[src/rtl/instr_encoder.sv]
// RV32I instruction encoder: packs field-level requests into 32-bit words, buffers them
// in a FIFO and streams them to instruction memory. Optional macro: ENC_RANGE_CHECK_EN.
module instr_encoder #(
  parameter int                FIFO_DEPTH = 4,
  parameter int                ADDR_W     = 10,
  parameter logic [ADDR_W-1:0] BASE_ADDR  = '0
) (
  input  logic              clk,
  input  logic              rst_n,
  input  logic              restart,
  input  logic              req_valid,
  output logic              req_ready,
  input  logic [2:0]        req_fmt,
  input  logic [6:0]        req_opcode,
  input  logic [4:0]        req_rd,
  input  logic [4:0]        req_rs1,
  input  logic [4:0]        req_rs2,
  input  logic [2:0]        req_funct3,
  input  logic [6:0]        req_funct7,
  input  logic [31:0]       req_imm,
  output logic              imem_wr_en,
  output logic [ADDR_W-1:0] imem_addr,
  output logic [31:0]       imem_wr_data,
  input  logic              imem_wr_ready,
  output logic [ADDR_W:0]   count,
  output logic              busy,
  output logic              err
);

  localparam int IDX_W = $clog2(FIFO_DEPTH);
  localparam logic [ADDR_W:0] COUNT_MAX = {1'b1, {ADDR_W{1'b0}}};

  typedef enum logic [2:0] {
    FMT_R = 3'd0,
    FMT_I = 3'd1,
    FMT_S = 3'd2,
    FMT_B = 3'd3,
    FMT_U = 3'd4,
    FMT_J = 3'd5
  } fmt_e;

  logic [31:0]    fifo_mem [FIFO_DEPTH];
  logic [IDX_W:0] wr_ptr;
  logic [IDX_W:0] rd_ptr;
  logic           fifo_full;
  logic           accept;
  logic           push;
  logic           pop;
  logic           fmt_ok;
  logic           legal;
  logic [31:0]    enc_word;

  // Extra pointer bit distinguishes full from empty when the indices match
  assign fifo_full = (wr_ptr[IDX_W] != rd_ptr[IDX_W]) &&
                     (wr_ptr[IDX_W-1:0] == rd_ptr[IDX_W-1:0]);
  assign busy      = (wr_ptr != rd_ptr);
  assign req_ready = !fifo_full && !restart;
  assign accept    = req_valid && req_ready;
  assign push      = accept && legal;
  assign pop       = busy && imem_wr_ready;

  assign imem_wr_en   = busy;
  assign imem_wr_data = busy ? fifo_mem[rd_ptr[IDX_W-1:0]] : 32'd0;

  always_comb begin
    enc_word = 32'd0;
    fmt_ok   = 1'b1;
    case (req_fmt)
      FMT_R: enc_word = {req_funct7, req_rs2, req_rs1, req_funct3, req_rd, req_opcode};
      FMT_I: enc_word = {req_imm[11:0], req_rs1, req_funct3, req_rd, req_opcode};
      FMT_S: enc_word = {req_imm[11:5], req_rs2, req_rs1, req_funct3, req_imm[4:0], req_opcode};
      FMT_B: enc_word = {req_imm[12], req_imm[10:5], req_rs2, req_rs1, req_funct3,
                         req_imm[4:1], req_imm[11], req_opcode};
      FMT_U: enc_word = {req_imm[31:12], req_rd, req_opcode};
      FMT_J: enc_word = {req_imm[20], req_imm[10:1], req_imm[11], req_imm[19:12],
                         req_rd, req_opcode};
      default: fmt_ok = 1'b0;
    endcase
  end

`ifdef ENC_RANGE_CHECK_EN
  logic range_ok;

  // An immediate fits when every bit above its sign bit copies the sign bit
  always_comb begin
    range_ok = 1'b1;
    case (req_fmt)
      FMT_I, FMT_S: range_ok = (&req_imm[31:11]) || !(|req_imm[31:11]);
      FMT_B:        range_ok = ((&req_imm[31:12]) || !(|req_imm[31:12])) && !req_imm[0];
      FMT_J:        range_ok = ((&req_imm[31:20]) || !(|req_imm[31:20])) && !req_imm[0];
      FMT_U:        range_ok = !(|req_imm[11:0]);
      default:      range_ok = 1'b1;
    endcase
  end

  assign legal = fmt_ok && range_ok;
`else
  assign legal = fmt_ok;
`endif

  always_ff @(posedge clk) begin
    if (push) begin
      fifo_mem[wr_ptr[IDX_W-1:0]] <= enc_word;
    end
  end

  // restart wins over push, pop and error capture in the same cycle
  always_ff @(posedge clk or negedge rst_n) begin
    if (!rst_n) begin
      wr_ptr    <= '0;
      rd_ptr    <= '0;
      imem_addr <= BASE_ADDR;
      count     <= '0;
      err       <= 1'b0;
    end else if (restart) begin
      wr_ptr    <= '0;
      rd_ptr    <= '0;
      imem_addr <= BASE_ADDR;
      count     <= '0;
      err       <= 1'b0;
    end else begin
      if (push) begin
        wr_ptr <= wr_ptr + (IDX_W+1)'(1);
      end
      if (pop) begin
        rd_ptr    <= rd_ptr + (IDX_W+1)'(1);
        imem_addr <= imem_addr + ADDR_W'(1);
        if (count != COUNT_MAX) begin
          count <= count + (ADDR_W+1)'(1);
        end
      end
      if (accept && !legal) begin
        err <= 1'b1;
      end
    end
  end

endmodule

[config.mk]
export PLATFORM = sky130hd
export DESIGN_NAME = instr_encoder
export DESIGN_NICKNAME = d
export VERILOG_FILES = /design/src/rtl/instr_encoder.sv
export SDC_FILE = /design/constraint.sdc
export NUM_CORES = 1
export LEC_CHECK = 0
export ABC_AREA = 1
export BUFFER_PORTS_ARGS = -buffer_cell sky130_fd_sc_hd__buf_4
export CAP_MARGIN = 5
export CORE_MARGIN = 8
export CORE_UTILIZATION = 40
export CTS_BUF_LIST = sky130_fd_sc_hd__clkbuf_4 sky130_fd_sc_hd__clkbuf_8
export CTS_CLUSTER_DIAMETER = 100
export CTS_CLUSTER_SIZE = 20
export DETAILED_ROUTE_END_ITERATION = 6
export MAX_ROUTING_LAYER = met4
export PLACE_DENSITY_LB_ADDON = 0.05
export SETUP_SLACK_MARGIN = 0.5
export SLEW_MARGIN = 20
export SYNTH_ARGS = -nofsm -noshare
export SYNTH_HDL_FRONTEND = slang
export SYNTH_SLANG_ARGS = --single-unit
export TNS_END_PERCENT = 50
[constraint.sdc]
create_clock -name clk -period 3.45 [get_ports clk]
set_input_delay 0.69 -clock clk [delete_from_list [all_inputs] [get_ports clk]]
set_output_delay 0.69 -clock clk [all_outputs]
set_load 0.05 [all_outputs]
# Word level (Yosys, flattened, before mapping)
# Memory sizes are Yosys's and may differ from the RTL's.
# Cells that the tools add are included.
[totals] regBits=28 ramBits=128 in_bits=72 out_inout_bits=57 memories=1
[mem_list] memory="fifo_mem" words=4 word_bits=32 rd=1 rd_clocked_by_memory_dff=0 wr=1 line="42" rtl="logic [31:0] fifo_mem [FIFO_DEPTH];"
[op_classes] addsub=4 eq_ne=9 mux=16 n_reduce_logical=16
[ops] operator="case mux 32 bit (6 select lines)" n=1
[ops] operator="two-way mux 11 bit" n=3
[ops] operator="two-way mux 32 bit" n=1
[ops] operator="two-way mux 10 bit" n=2
[ops] operator="two-way mux 3 bit" n=4
[ops] operator="adder 11 x 1 -> 11 bit, second input constant" n=1
[ops] operator="inequality test 11 bit, second input constant" n=1
[ops] operator="adder 10 x 1 -> 10 bit, second input constant" n=1
[ops] operator="nonzero test 2 bit" n=4
[ops] operator="adder 3 x 1 -> 3 bit, second input constant" n=2
[ops] operator="equality test 3 x 2 -> 1 bit, second input constant" n=2
[ops] operator="equality test 3 bit, second input constant" n=2
[ops] operator="logical AND 1 bit" n=6
[ops] operator="OR reduction 6 bit" n=1
[ops] operator="two-way mux 1 bit" n=5
[ops] operator="equality test 3 x 1 -> 1 bit, second input constant" n=1
[ops] operator="zero test 1 bit" n=3
[ops] operator="zero test 3 bit" n=1
[ops] operator="inequality test 3 bit" n=1
[ops] operator="equality test 2 bit" n=1
[ops] operator="AND reduction 2 bit" n=1
[ops] operator="inequality test 1 bit" n=1

# Logic depth before layout (Yosys ltp)
[logic_depth] depth_word=8 ltp_mapped=10 mapped_depth_nobuf=9

# Worst setup path after synthesis
# Ideal clock, no wire load.
[synth_path] kind="input-to-reg" startpoint="input port restart" endpoint="memory fifo_mem[0][0] (enable)" arrival_ns=2.667 t_required_ns=3.029 path_slack_ns=0.362 stages=5 n_path_buf=2 cell_sequence="buf_6 -> inv_2 -> buf_2 -> nand4_2 -> nor2_1"
[synth_between] elab_chain_len=6
[synth_rtl] element="from (decl)" line="10" rtl="input logic restart,"
[synth_rtl] element="zero test 1 bit" line="57" rtl="assign req_ready = !fifo_full && !restart;"
[synth_rtl] element="logical AND 1 bit" line="57"
[synth_rtl] element="logical AND 1 bit" line="58" rtl="assign accept = req_valid && req_ready;"
[synth_rtl] element="logical AND 1 bit" line="59" rtl="assign push = accept && legal;"
[synth_rtl] element="two-way mux 1 bit" line="102" rtl="if (push) begin"
[synth_rtl] element="two-way mux 1 bit (not written as such)" line="103" rtl="fifo_mem[wr_ptr[IDX_W-1:0]] <= enc_word;"
[synth_rtl] element="to (decl)" line="42"
# Every way passes these cells.

# Worst setup path in the final report
[layout_path] startpoint="register rd_ptr[1]" endpoint="output port imem_wr_data[21]"
[layout_between] elab_chain_len=2 word_cells_on_any_way=3 cone_classes="eq/ne: 1; mux: 1; memory: 1"
[layout_rtl] element="from (decl)" line="44" rtl="logic [IDX_W:0] rd_ptr;"
[layout_rtl] element="from (signal assigned)" line="126" rtl="rd_ptr <= rd_ptr + (IDX_W+1)'(1);"
[layout_rtl] element="memory (4 x 32 bit) / inequality test 3 bit (equally long branches)"
[layout_rtl] element="two-way mux 32 bit *" line="63" rtl="assign imem_wr_data = busy ? fifo_mem[rd_ptr[IDX_W-1:0]] : 32'd0;"
[layout_rtl] element="to (decl)" line="23" rtl="output logic [31:0] imem_wr_data,"
# Every way passes the cells marked *; elsewhere a longest branch is shown, timed or not.

==> flow_metrics.py <==
metrics = {
    "yosys": {
        "synth_nets": 840,
        "synth_warnings": 0,
        "synth_compound_area_frac": 0.0874,
        "synth_top_area_share": 0.525,
        "ys_top_cells_by_count": "nand2_1 (187), edfxtp_1 (128), nor2_1 (94), inv_1 (78), o21ai_0 (70)",
        "synthFlopType": "edfxtp_1",
        "async_flop_share": 0.179,
        "synth_cells": 760,
        "yosysMostFrequentCell": "nand2_1",
        "synthMuxAreaShare": 0.00137,
        "avgSynthCellArea_sq_um": 9.64,
        "syn_area_sq_mm": 0.00733,
        "synth_area_leaders": "edfxtp_1 (52%), nand2_1 (9.6%), dfrtp_1 (9.6%)",
        "synth_area_leader_cell": "edfxtp_1",
        "synth_edf_count": 128,
        "synth_top_family_by_area": "simple AND/OR/NAND/NOR gates",
        "yosys.area_share.simple": 0.203,
        "synthAdderAreaFrac": 0.0137,
        "synth_xor_area_frac": 0.00717,
        "ys_seq_area_frac": 0.620,
        "ys_ff_latch": 156,
        "ys_types": 31,
    },
    "global_routing": {
        "overflow": 0,
        "grt_max_degree": 67,
        "grt_usage": 0.176,
        "grt_pass1_wl_mm": 30.2,
        "grt_pass1_vias": 5798,
        "antenna_found_initial": 0,
    },
    "floorplan": {
        "coreArea_sq_mm": 0.0180,
        "die_w_microns": 151,
        "fp.dieH_microns": 151,
        "num_rows": 49,
        "initial_core_util": 0.408,
        "die_area_sq_mm": 0.0229,
        "io_pins": 129,
    },
    "run": {
        "cap_violations": 0,
    },
    "timing": {
        "layout_setup_ws_ns": 0.659,
        "timing.final.max_slew_violations": 0,
        "holdWs_ns": 0.163,
        "setup_tns_ns": 0,
        "setup_viol": 0,
        "fin_crit_ns": 2.79,
        "finalHoldViolCount": 0,
        "skew_ns": 0.0116,
        "fin_crit_sh": 0.809,
        "relSlewSlack": 0.542,
        "worstMarginPinSlew_ns": 0.680,
        "max_freq_ghz": 0.358,
        "grt_setup_unrepaired": "false",
    },
    "clock_network": {
        "cts_root_buffer": "clkbuf_8",
        "clk_pin_slew_ns": 0.08,
        "cts-hold-fix-buffers": 0,
        "cts_tree": "built",
        "clkLatencyLatePin_ns": 0.44,
        "htree_levels": 4,
        "cts.sinks": 156,
        "cts_made_buffers": 17,
        "cts.path.max_buffers": 2,
    },
    "finish": {
        "area_growth_pct": 23.1,
        "final_area_sq_mm": 0.00902,
        "antenna_cells": 0,
        "final_nets": 969,
        "drive_gt1_frac": 0.214,
        "fin_cells": 1129,
    },
    "setup_path": {
        "critPathArrivalTime_ns": 2.10,
        "setup.reg_to_reg.worst_slack_ns": 1.01,
        "cp-start-kind": "register",
        "crit_type": "register to primary output",
        "worstPathRequired_ns": 2.76,
        "crit_fanout": 24,
        "worstSetupEndpointType": "primary output",
    },
    "power": {
        "power_leakage_nw": 3.97,
        "power.density_mw_per_mm2": 556,
        "ir_drop_mv": 0.271,
    },
    "place": {
        "place_ws_ns": 0.784,
        "hpwlAfterDp_mm": 12.5,
        "gp_congestion": 0.908,
        "dpl.cell_count": 1092,
        "port-buffer-count": 128,
        "dpl_cell_area_sq_mm": 0.00851,
    },
    "route": {
        "ant_nets": 0,
        "viasPerCell": 5.07,
        "wl_per_cell_microns": 17.2,
        "drt_iter0_drc": 468,
        "drt-pass1-iter-count": 5,
        "via_count": 5725,
        "drc": 0,
        "wl_mm": 19.4,
    },
    "worst_hold_path": {
        "min_path_type": "primary input to async pin",
    },
    "outcome": {
        "status": "finished clean",
    },
}
==> layer usage <==
metal	up-vias	wire length (microns)	global-route usage
li1	2815	-	-
met1	2734	9080	0.224
met2	162	9260	0.280
met3	14	891	0.0329
met4	0	198	0.0569
met5	-	0	-
==> cell usage in the layout (no fill, tap or decap), types with 3 or more instances in the layout <==
cell type / count
inv_1: 77
dfrtp_1: 27
xor2_1: 6
nor3_1: 3
buf_4: 137
clkinvlp_4: 3
o21ai_0: 70
buf_12: 4
nand4_1: 7
o21ai_1: 9
nor2_4: 4
nand2_2: 4
nor2_1: 90
nand3_1: 51
ha_1: 8
clkinv_1: 3
edfxtp_1: 128
nand2_1: 187
o21bai_1: 4
clkbuf_8: 17
o22ai_1: 30
==> stage by stage <==
| stage | util | power, mW |
|---|---|---|
| after floorplan | - | 3.19 |
| after global placement | 0.474 | 3.66 |
| after detailed placement | 0.474 | 3.67 |
| after CTS | 0.496 | 4.99 |
| after global routing | 0.502 | 5.23 |
| final | 0.502 | 5.01 |
==> flip-flops by register name (all words and copies together) (netlist names) <==
name       cells
rd_ptr         3
fifo_mem     128
imem_addr     10
wr_ptr         3
err            1
count         11
==> final timing paths <==
kind | start | to | cells past startpoint
hold / removal | rst_n | err | 1
setup reg to reg | rd_ptr[0] | fifo_mem[0][1] | 7
max in group asynchronous | rst_n | rd_ptr[0] | 1
min in group clk | err | err | 2
hold reg to reg | err | err | 2
setup / recovery | rd_ptr[1] | imem_wr_data[21] | 7
==> cell type report <==
type / count / area [sq um]
fill: 1668 / 8940
sequential: 156 / 4550
multi-input combinational: 489 / 2350
timing repair buffer: 144 / 1160
inverter: 81 / 309
tap: 229 / 287
clock buffer: 18 / 241
clock inverter: 12 / 125
==> power by group <==
part	switching [mW]	internal [mW]	total, mW
logic	1.10	0.469	1.57
registers	0.0456	2.11	2.16
clock network	0.643	0.637	1.28
==> cell families after synthesis <==
logic type / count (synthesis)
buffers and inverters: 116
adders and majority gates: 8
and+or+nand+nor: 356
DFF: 156
muxes: 1
AOI/OAI and AO/OA: 117
xor gates and xnor gates: 6
==> timing repair <==
item	CTS	global route
endpoints found under the setup margin	32	26
buffers inserted	0	5
hold endpoints to repair	0	0
pin swaps	0	1
gates cloned	1	1
gates resized for setup	6	7
==> critical path: stages, from the launching register on <==
cell and delay [ns]:
dfrtp_1 0.51, inv_4 0.17, buf_6 0.25, o21ai_0 0.12, o22ai_1 0.23, nand2_1 0.09
inv_1 0.07, buf_4 0.19
No activity file was read; power rests on OpenSTA's default activity.
